File: src/rtl/argmax_pkg.sv
// Shared definitions for the argmax frame controller: FSM encoding, default
// geometry and the helpers used to size and sanity-check a configuration.
package argmax_pkg;

  typedef enum logic [1:0] {
    LOAD = 2'd0,
    EVAL = 2'd1,
    DONE = 2'd2
  } state_t;

  localparam int N_DEF = 8;
  localparam int K_DEF = 100;
  localparam int M_DEF = 10;

  // Width of a counter/index over k items, never narrower than one bit.
  function automatic int idx_w(input int k);
    return (k > 1) ? $clog2(k) : 1;
  endfunction

  function automatic bit cfg_ok(input int k, input int m);
    return (k >= 2) && (m >= 1) && (m <= k) && ((k % m) == 0);
  endfunction

endpackage

File: src/rtl/argmax_ctrl_argmax.sv
// Combinational argmax over K packed signed lanes; the lowest lane index wins
// among equal maxima because only a strictly greater lane replaces the leader.
module argmax #(
  parameter  int K  = 10,
  parameter  int N  = 8,
  localparam int LW = (K > 1) ? $clog2(K) : 1
) (
  input  logic [K*N-1:0]        data,
  output logic [LW-1:0]         idx,
  output logic signed [N-1:0]   max_val
);

  always_comb begin
    max_val = $signed(data[N-1:0]);
    idx     = '0;
    for (int i = 1; i < K; i++) begin
      if ($signed(data[i*N +: N]) > max_val) begin
        max_val = $signed(data[i*N +: N]);
        idx     = LW'(i);
      end
    end
  end

endmodule

File: src/rtl/argmax_ctrl.sv
// Frame controller: buffers K samples, scans them M lanes per cycle through the
// argmax datapath keeping a running maximum, then offers index and value.
module argmax_ctrl
  import argmax_pkg::*;
#(
  parameter  int N    = N_DEF,
  parameter  int K    = K_DEF,
  parameter  int M    = M_DEF,
  localparam int IDXW = $clog2(K)
) (
  input  logic                   clk_i,
  input  logic                   rst_ni,
  input  logic                   clear_i,
  input  logic                   in_valid_i,
  output logic                   in_ready_o,
  input  logic signed [N-1:0]    in_data_i,
  output logic                   out_valid_o,
  input  logic                   out_ready_i,
  output logic [IDXW-1:0]        out_index_o,
  output logic signed [N-1:0]    out_max_o,
  output logic                   busy_o
);

  localparam int CHUNKS = K / M;
  localparam int CW     = idx_w(CHUNKS);
  localparam int LW     = idx_w(M);

  if (!cfg_ok(K, M)) begin : g_cfg_check
    $error("argmax_ctrl: need K >= 2, 1 <= M <= K and M dividing K");
  end

  state_t                state;
  logic [IDXW-1:0]       ptr;
  logic [CW-1:0]         c;
  logic signed [N-1:0]   mem [K];
  logic signed [N-1:0]   best, new_best, lane_max;
  logic [IDXW-1:0]       best_idx, new_idx, base, gidx;
  logic [M*N-1:0]        chunk;
  logic [LW-1:0]         lane_idx;
  logic                  accept, last_chunk;

  assign in_ready_o = (state == LOAD);
  assign accept     = in_valid_i && in_ready_o && !clear_i;
  assign last_chunk = (c == CW'(CHUNKS - 1));
  assign base       = IDXW'(int'(c) * M);
  assign gidx       = base + IDXW'(lane_idx);

  always_comb begin
    chunk = '0;
    for (int j = 0; j < M; j++) chunk[j*N +: N] = mem[base + IDXW'(j)];
  end

  argmax #(.K(M), .N(N)) u_argmax (
    .data    (chunk),
    .idx     (lane_idx),
    .max_val (lane_max)
  );

  // Strict compare keeps the earlier chunk on ties; chunk 0 always seeds.
  always_comb begin
    new_best = best;
    new_idx  = best_idx;
    if (c == '0 || lane_max > best) begin
      new_best = lane_max;
      new_idx  = gidx;
    end
  end

  // Sample buffer and running maximum are data only; no reset needed.
  always_ff @(posedge clk_i) begin
    if (accept) mem[ptr] <= in_data_i;
    if (state == EVAL) begin
      best     <= new_best;
      best_idx <= new_idx;
    end
  end

  always_ff @(posedge clk_i or negedge rst_ni) begin
    if (!rst_ni) begin
      state       <= LOAD;
      ptr         <= '0;
      c           <= '0;
      out_valid_o <= 1'b0;
      out_index_o <= '0;
      out_max_o   <= '0;
      busy_o      <= 1'b0;
    end else if (clear_i) begin
      state       <= LOAD;
      ptr         <= '0;
      c           <= '0;
      out_valid_o <= 1'b0;
      busy_o      <= 1'b0;
    end else begin
      case (state)
        LOAD: if (in_valid_i) begin
          if (ptr == IDXW'(K - 1)) begin
            ptr    <= '0;
            state  <= EVAL;
            busy_o <= 1'b1;
          end else begin
            ptr <= ptr + IDXW'(1);
          end
        end
        EVAL: if (last_chunk) begin
          c           <= '0;
          state       <= DONE;
          out_valid_o <= 1'b1;
          out_index_o <= new_idx;
          out_max_o   <= new_best;
        end else begin
          c <= c + CW'(1);
        end
        DONE: if (out_ready_i) begin
          state       <= LOAD;
          out_valid_o <= 1'b0;
          busy_o      <= 1'b0;
        end
        default: state <= LOAD;
      endcase
    end
  end

endmodule

File: config.mk
export PLATFORM = sky130hd
export DESIGN_NAME = argmax_ctrl
export DESIGN_NICKNAME = d
export VERILOG_FILES = /design/src/rtl/argmax_pkg.sv /design/src/rtl/argmax_ctrl_argmax.sv /design/src/rtl/argmax_ctrl.sv
export SDC_FILE = /design/constraint.sdc
export NUM_CORES = 2
export LEC_CHECK = 0
export CAP_MARGIN = 10
export CELL_PAD_IN_SITES_DETAIL_PLACEMENT = 1
export CELL_PAD_IN_SITES_GLOBAL_PLACEMENT = 2
export CORE_ASPECT_RATIO = 0.8
export CORE_UTILIZATION = 49
export DETAILED_ROUTE_END_ITERATION = 8
export GPL_TIMING_DRIVEN = 0
export HOLD_SLACK_MARGIN = 0.06
export PLACE_DENSITY = 0.78
export SYNTH_ARGS = -nofsm -noshare
export SYNTH_HDL_FRONTEND = slang
export SYNTH_SLANG_ARGS = --single-unit
File: constraint.sdc
create_clock -name clk_i -period 35 [get_ports clk_i]
set_input_delay 7 -clock clk_i [delete_from_list [all_inputs] [get_ports clk_i]]
set_output_delay 7 -clock clk_i [all_outputs]
set_load 0.01 [all_outputs]
### Word-level counts from Yosys, hierarchy flattened

Memories as Yosys holds them, arrays and structs flattened.
Cells that the tools add are included.

| operators by class | value |
|---|---|
| $add $sub $neg | 12 |
| $mul | 1 |
| div/mod/pow operators | 0 |
| magnitude comparators | 10 |
| equality and inequality tests | 8 |
| shifts and indexed selects | 0 |
| mux-type cells | 43 |
| bitwise operators | 1 |
| reduce and logical (&&, ||, !) cells | 16 |

Operator list:

| operator | number |
|---|---|
| greater-than comparator 8 bit | 10 |
| 2-to-1 mux 8 bit | 10 |
| 2-to-1 mux 7 bit | 5 |
| adder 7 x 3 -> 7 bit, second input constant | 4 |
| 2-to-1 mux 4 bit | 5 |
| adder 7 x 1 -> 7 bit, second input constant | 2 |
| adder 7 x 2 -> 7 bit, second input constant | 2 |
| adder 7 x 4 -> 7 bit, second input constant | 2 |
| 2-to-1 mux 2 bit | 7 |
| 2-to-1 mux 3 bit | 4 |
| 2-to-1 mux 1 bit | 9 |
| inequality test 3 bit, second input constant | 3 |
| AND reduction 4 bit | 2 |
| adder 7 x 4 -> 7 bit | 1 |
| == test 7 bit, second input constant | 1 |
| multiplier 4 x 3 -> 6 bit, second input constant | 1 |
| case mux 2 bit (3 select lines) | 1 |
| AND reduction 3 bit | 2 |
| nonzero test 2 bit | 3 |
| nonzero test 3 bit | 2 |
| adder 4 x 1 -> 4 bit, second input constant | 1 |
| == test 4 bit, second input constant | 1 |
| zero test 4 bit | 1 |
| case mux 1 bit (2 select lines) | 2 |
| 9 further kinds | 10 |

| word-level totals | value |
|---|---|
| bits in registers | 45 |
| latch bits | 0 |
| RAM bits | 800 |
| bits in read-only memories | 0 |
| input bits | 13 |
| output and inout bits | 18 |
| word-level logic and storage cells | 101 |
| memories | 1 |

Memory list:

| memory | depth | width | rd ports | clocked after Yosys merged registers in | wr ports | line | source |
|---|---|---|---|---|---|---|---|
| mem | 100 | 8 | 10 | 0 | 1 | argmax_ctrl.sv:35 | `logic signed [N-1:0] mem [K];` |

### Longest topological paths before layout

An unclocked memory read counts as a cell.

| logic depth | value |
|---|---|
| depth after elaboration | 24 |
| mapped depth | 134 |
| depth with buffers taken out | 114 |

### Cells and area by module

From an unflattened synthesis, not the netlist that was laid out.

| unflattened totals | value |
|---|---|
| cells, all modules | 3,440 |
| area, all modules | 57,367.5 um^2 |

By module, submodules not included:

| module | instances | cells an instance | area an instance (um^2) |
|---|---|---|---|
| argmax_ctrl | 1 | 2,944 | 53,934.2 |
| argmax | 1 | 496 | 3,433.3 |

### Least setup slack after synthesis

OpenSTA, ideal clock, no wires.

| path | value |
|---|---|
| path kind | reg2reg |
| start point | register c[0] |
| end point | register best[1], data pin |
| setup time | 0.272 ns |
| arrival time | 24.125 ns |
| required time | 34.728 ns |
| path slack | 10.604 ns |
| stages on the path, launching flop included | 127 |
| path buffers | 23 |
| period minus slack after synthesis | 24.396 ns |
| cell sequence | dfrtp_1 buf_2 buf_6 buf_6 buf_6 buf_4 buf_4 buf_4 buf_2 buf_4 buf_4 buf_2 buf_4 buf_4 buf_4 buf_2 buf_1 clkbuf_1 [91 not listed] clkbuf_1 o31ai_1 inv_1 ha_1 nor2b_1 o21a_1 o21ai_0 nand2b_1 a21oi_1 nor2b_1 o21ai_0 nand2_1 o211ai_1 o211ai_1 clkbuf_1 clkbuf_1 nor2_1 a21oi_1 |

| between the ends | value |
|---|---|
| word-level cells in the longest chain between the ends | 24 |
| elaborated cells between the ends (all ways) | 33 |
| those cells by class | add/sub (9); mul (1); order compare (10); mux (10); reduce/logical (2); memory (1) |

Ends and longest elaborated chain:

| item | line | source |
|---|---|---|
| from (decl) | argmax_ctrl.sv:34 | `logic [CW-1:0] c;` |
| from (signal assigned) | argmax_ctrl.sv:111 | `c <= c + CW'(1);` |
| multiplier 4 x 3 -> 6 bit | argmax_ctrl.sv:45 | `assign base = IDXW'(int'(c) * M);` |
| adder 7 x 1 -> 7 bit | argmax_ctrl.sv:50 | `for (int j = 0; j < M; j++) chunk[j*N +: N] = mem[base + IDXW'(j)];` |
| memory (100 x 8 bit) | -- |  |
| greater-than comparator 8 bit | argmax_ctrl_argmax.sv:17 | `if ($signed(data[i*N +: N]) > max_val) begin` |
| 2-to-1 mux 8 bit | argmax_ctrl_argmax.sv:17 |  |
| greater-than comparator 8 bit | argmax_ctrl_argmax.sv:17 |  |
| 2-to-1 mux 8 bit | argmax_ctrl_argmax.sv:17 |  |
| greater-than comparator 8 bit | argmax_ctrl_argmax.sv:17 |  |
| [9 not listed] | -- |  |
| greater-than comparator 8 bit | argmax_ctrl_argmax.sv:17 |  |
| 2-to-1 mux 8 bit | argmax_ctrl_argmax.sv:17 |  |
| greater-than comparator 8 bit | argmax_ctrl_argmax.sv:17 |  |
| 2-to-1 mux 8 bit | argmax_ctrl_argmax.sv:17 |  |
| greater-than comparator 8 bit | argmax_ctrl.sv:63 | `if (c == '0 \|\| lane_max > best) begin` |
| logical OR 1 bit | argmax_ctrl.sv:63 |  |
| 2-to-1 mux 8 bit * | argmax_ctrl.sv:63 |  |
| net new_best[1] | argmax_ctrl.sv:36 | `logic signed [N-1:0] best, new_best, lane_max;` |
| to (signal assigned) | argmax_ctrl.sv:73 | `best <= new_best;` |
| to (decl) | argmax_ctrl.sv:36 |  |

The timed path passes the listed nets; every way through them passes the cells marked *.
A chain may end at the register's enable or synchronous reset.

### Final worst setup path

| path | value |
|---|---|
| start point | register c[0] |
| end point | register best[5], data pin |

Same word-level chain as after synthesis.

==> metrics.md <==
| Metric | Value |
|---|---|
| Outcome | completed |
| Routed wire length | a little under 300000 µm |
| Origin of the critical flop-to-flop path | c[0] |
| Max Cap Viol | 0 |
| CP max FO | 10 |
| Setup TNS | 0 ps |
| IO buf count | 30 |
| Routability Congestion | 1.05 |
| Worst-path clk slew | 60 ps |
| CP required | approximately 35000 ps |
| GRT met1 Usage | 0.619 |
| R2R Path End | best[5] |
| Seq/Total Area, Yosys | 0.436 |
| Rel. slew slack | 0.0210 |
| Share of post-route cells with drive strength above 1 | 0.362 |
| CTS Hold Bufs | 0 |
| Clock sinks | ~850 |
| Post-detailed-route wirelength per cell | 51.1 µm |
| Fin. Hold Viols | 0 |
| Max-slew violation count | 0 |
| Via-per-instance ratio | 8.23 |
| Post-Syn Area per Cell | between 15 and 20 µm² |
| Via count | 47000 |
| Hold_ws | ~470 ps |
| Global-route wire length before repair | about 390000 µm |
| Slowest CP cell | mux2i_1 |
| Ys Warns | 0 |
| Final WS setup | around 1600 ps |
| Leak Pwr | 0.0206 µW |
| Die ar. | approximately 120000 µm² |
| Post-place setup slack | approximately 1700 ps |
| Drt initial violations | a little over 9000 |
| CP Capture Type | flop |
| Syn Inst Count | about 3800 |
| Flop-to-flop setup slack | around 1600 ps |
| Total CTS buffers | 92 |
| Met3 usage in global routing | 0.299 |
| CTS Buffer Depth | 3 |
| Fin cells | 5704 |
| Hold depth | 2 |
| Met2 Track Usage GR | 0.628 |
| Startpoint Class | flop |
| Worst R2R Path Depth | about 120 |
| Least-Margin Pin Slew | 1470 ps |
| Root buffer cell | clkbuf_16 |
| Initial antenna violation count | 19 |
| Routed Antenna Nets | 0 |
| Tcrit/Tclk final | 0.954 |
| DRC errors left | 0 |
| Largest net degree at the start of global routing | 101 |
| DR pass1 iterations | 6 |
| Hold wc startpoint | out_index_o[3] |
| Htree depth | 3 |
| DP Cell Count | approximately 5500 |
| CTS tree | yes |
| Highest Clock Rate | ~30 MHz |
| Yosys cell types | 97 |
| Crit path DAT | approximately 34000 ps |
| Tmin final | around 33000 ps |
| Main flop type after synthesis | edfxtp_1 |
| Vias in the first global route | 44100 |
| Yosys reg bits | 845 |
| Die height | 309 µm |
| Post-CTS Setup Bufs | 0 |
| Post-CTS sizing | 0 |
| Hold EP | out_index_o[3] |
| Global Route Usage Sum | 0.489 |
| Number of flops mapped to enable cells by yosys | roughly 820 |
| Min-Delay Path Class | flop to flop |
| Crit-path max cell delay | approximately 700 ps |
| GR peak layer | met2 |
| Pwr/cell area | around 38 nW/µm² |
| Final layout net count | 4176 |
| RSZ-0062 raised after global routing | no |
| Worst Skew | between 40 and 50 ps |
| Area grow syn2layout | 13.8% |
| Fin area | approximately 66000 µm² |
| Most used cell along the critical path | a21oi_1 |
| Clk_lat worst skew | 760 ps |
| Worst VDD drop | roughly 0.00005 V |
| WS Path Type | flop to flop |
| Hpwl dp | 217000 µm |
| Final setup fails | 0 |
| # rows | between 100 and 150 |
| Post-Syn Nets | between 3000 and 4000 |
| Initial core utilization | 0.495 |
| Post-Synthesis Cell Area | about 58000 µm² |
| Die Width | 386 µm |
| Synth async-reset ratio | 0.0355 |
| Post-DP Area | 62300 µm² |
| GRT overflow | 0 |
| I/O pin cnt | 31 |
| Core Box Area | roughly 120000 µm² |
[power by group]
| group | switching, µW | total, µW | internal (µW) |
|---|---|---|---|
| clock network | 466 | 1070 | 609 |
| logic | 180 | 277 | 97.1 |
| registers | 2.47 | 1120 | 1120 |
[state kept, by name (all words and copies together), names as in the netlist]
name	cells
out_index_o	7
best	8
mem	800
state	2
out_max_o	8
ptr	7
c	4
best_idx	7
out_valid_o	1
busy_o	1
[cells in the mapped netlist, types with 30 or more instances]
cell type  count  area share
a211oi_1      30      0.0039
a21oi_1      138       0.012
buf_1         65      0.0042
buf_2         60      0.0052
clkbuf_1     173       0.011
dfrtp_1       30       0.013
edfxtp_1     815        0.42
ha_1          80       0.017
inv_1         74      0.0048
mux2_2        64       0.012
mux2i_1      159       0.028
mux4_2       904        0.35
nand2_1      357       0.023
nand3_1      106      0.0092
nor2_1       251       0.016
o21ai_0      107      0.0093
[cell families after synthesis]
kind of cell | count (synthesis) | synth area share
XOR/XNOR | 31 | 0.00482
multiplexers | 1129 | 0.392
adder cells (fa/ha/maj) | 84 | 0.0183
buffers and inverters | 401 | 0.0293
AND/OR/NAND/NOR | 857 | 0.0648
AO/OA/AOI/OAI | 478 | 0.0545
flip-flops | 845 | 0.436
[cell usage in the layout, fill, tap and decap left out, types with 21 or more instances in the layout]
cell,n
and3_1,23
inv_1,74
clkdlybuf4s50_1,21
dfrtp_1,30
buf_4,38
clkbuf_16,92
buf_16,27
clkbuf_1,169
mux4_2,904
a21oi_1,137
nand3_1,105
nor2_1,165
ha_1,80
mux2i_1,159
buf_8,82
nor2_2,86
xnor2_1,24
a31oi_1,29
nor2b_1,26
mux2_2,64
o21ai_0,106
buf_2,75
buf_1,45
edfxtp_1,815
a211oi_1,30
nand2_1,357
[critical path: cells and delay by family (launching register included)]
family / cells / cell delay (ps)
flip-flops: 1 / 570
multiplexers: 6 / 2950
AND/OR/NAND/NOR: 28 / 5750
buffers and inverters: 33 / 9420
adder cells (fa/ha/maj): 10 / 3240
AO/OA/AOI/OAI: 47 / 11030
[through the flow]
| step | power, µW | utilization |
|---|---|---|
| 2_1_floorplan | 1310 | - |
| 3_3_place_gp | 1400 | 0.514 |
| 3_5_place_dp | 1410 | 0.533 |
| 4_1_cts | 2450 | 0.561 |
| 5_1_grt | 2520 | 0.563 |
| 6_report | 2470 | 0.563 |
[worst max path at each step]
stage	startpoint	end	slack (ps)	depth (start not counted)
5_1_grt	c[0]	best[5]	20	127
4_1_cts	c[0]	best[5]	1480	127
6_report	c[0]	best[5]	1600	124
3_3_place_gp	c[0]	best[6]	1630	125
3_5_place_dp	c[0]	best[5]	1690	127
2_1_floorplan	c[0]	best[1]	10600	126
[area by class of cell]
type	instances	area, µm²
clock inverters	62	831
flip-flops and latches	845	25200
diodes	9	22.5
fillers	10900	51000
plain buffers	321	1440
well taps	1539	1930
multi-input cells	2579	31200
inverters	78	293
clock buffers	107	2400
repair buffers	164	2500
[metal layers]
metal	share of wire	wire length, µm	vias up
li1	-	-	16600
met1	0.34	99100	23900
met2	0.39	113000	5251
met3	0.19	56600	1196
met4	0.077	22400	38
met5	0.0029	853	-
(Power assumes the default switching activity.)
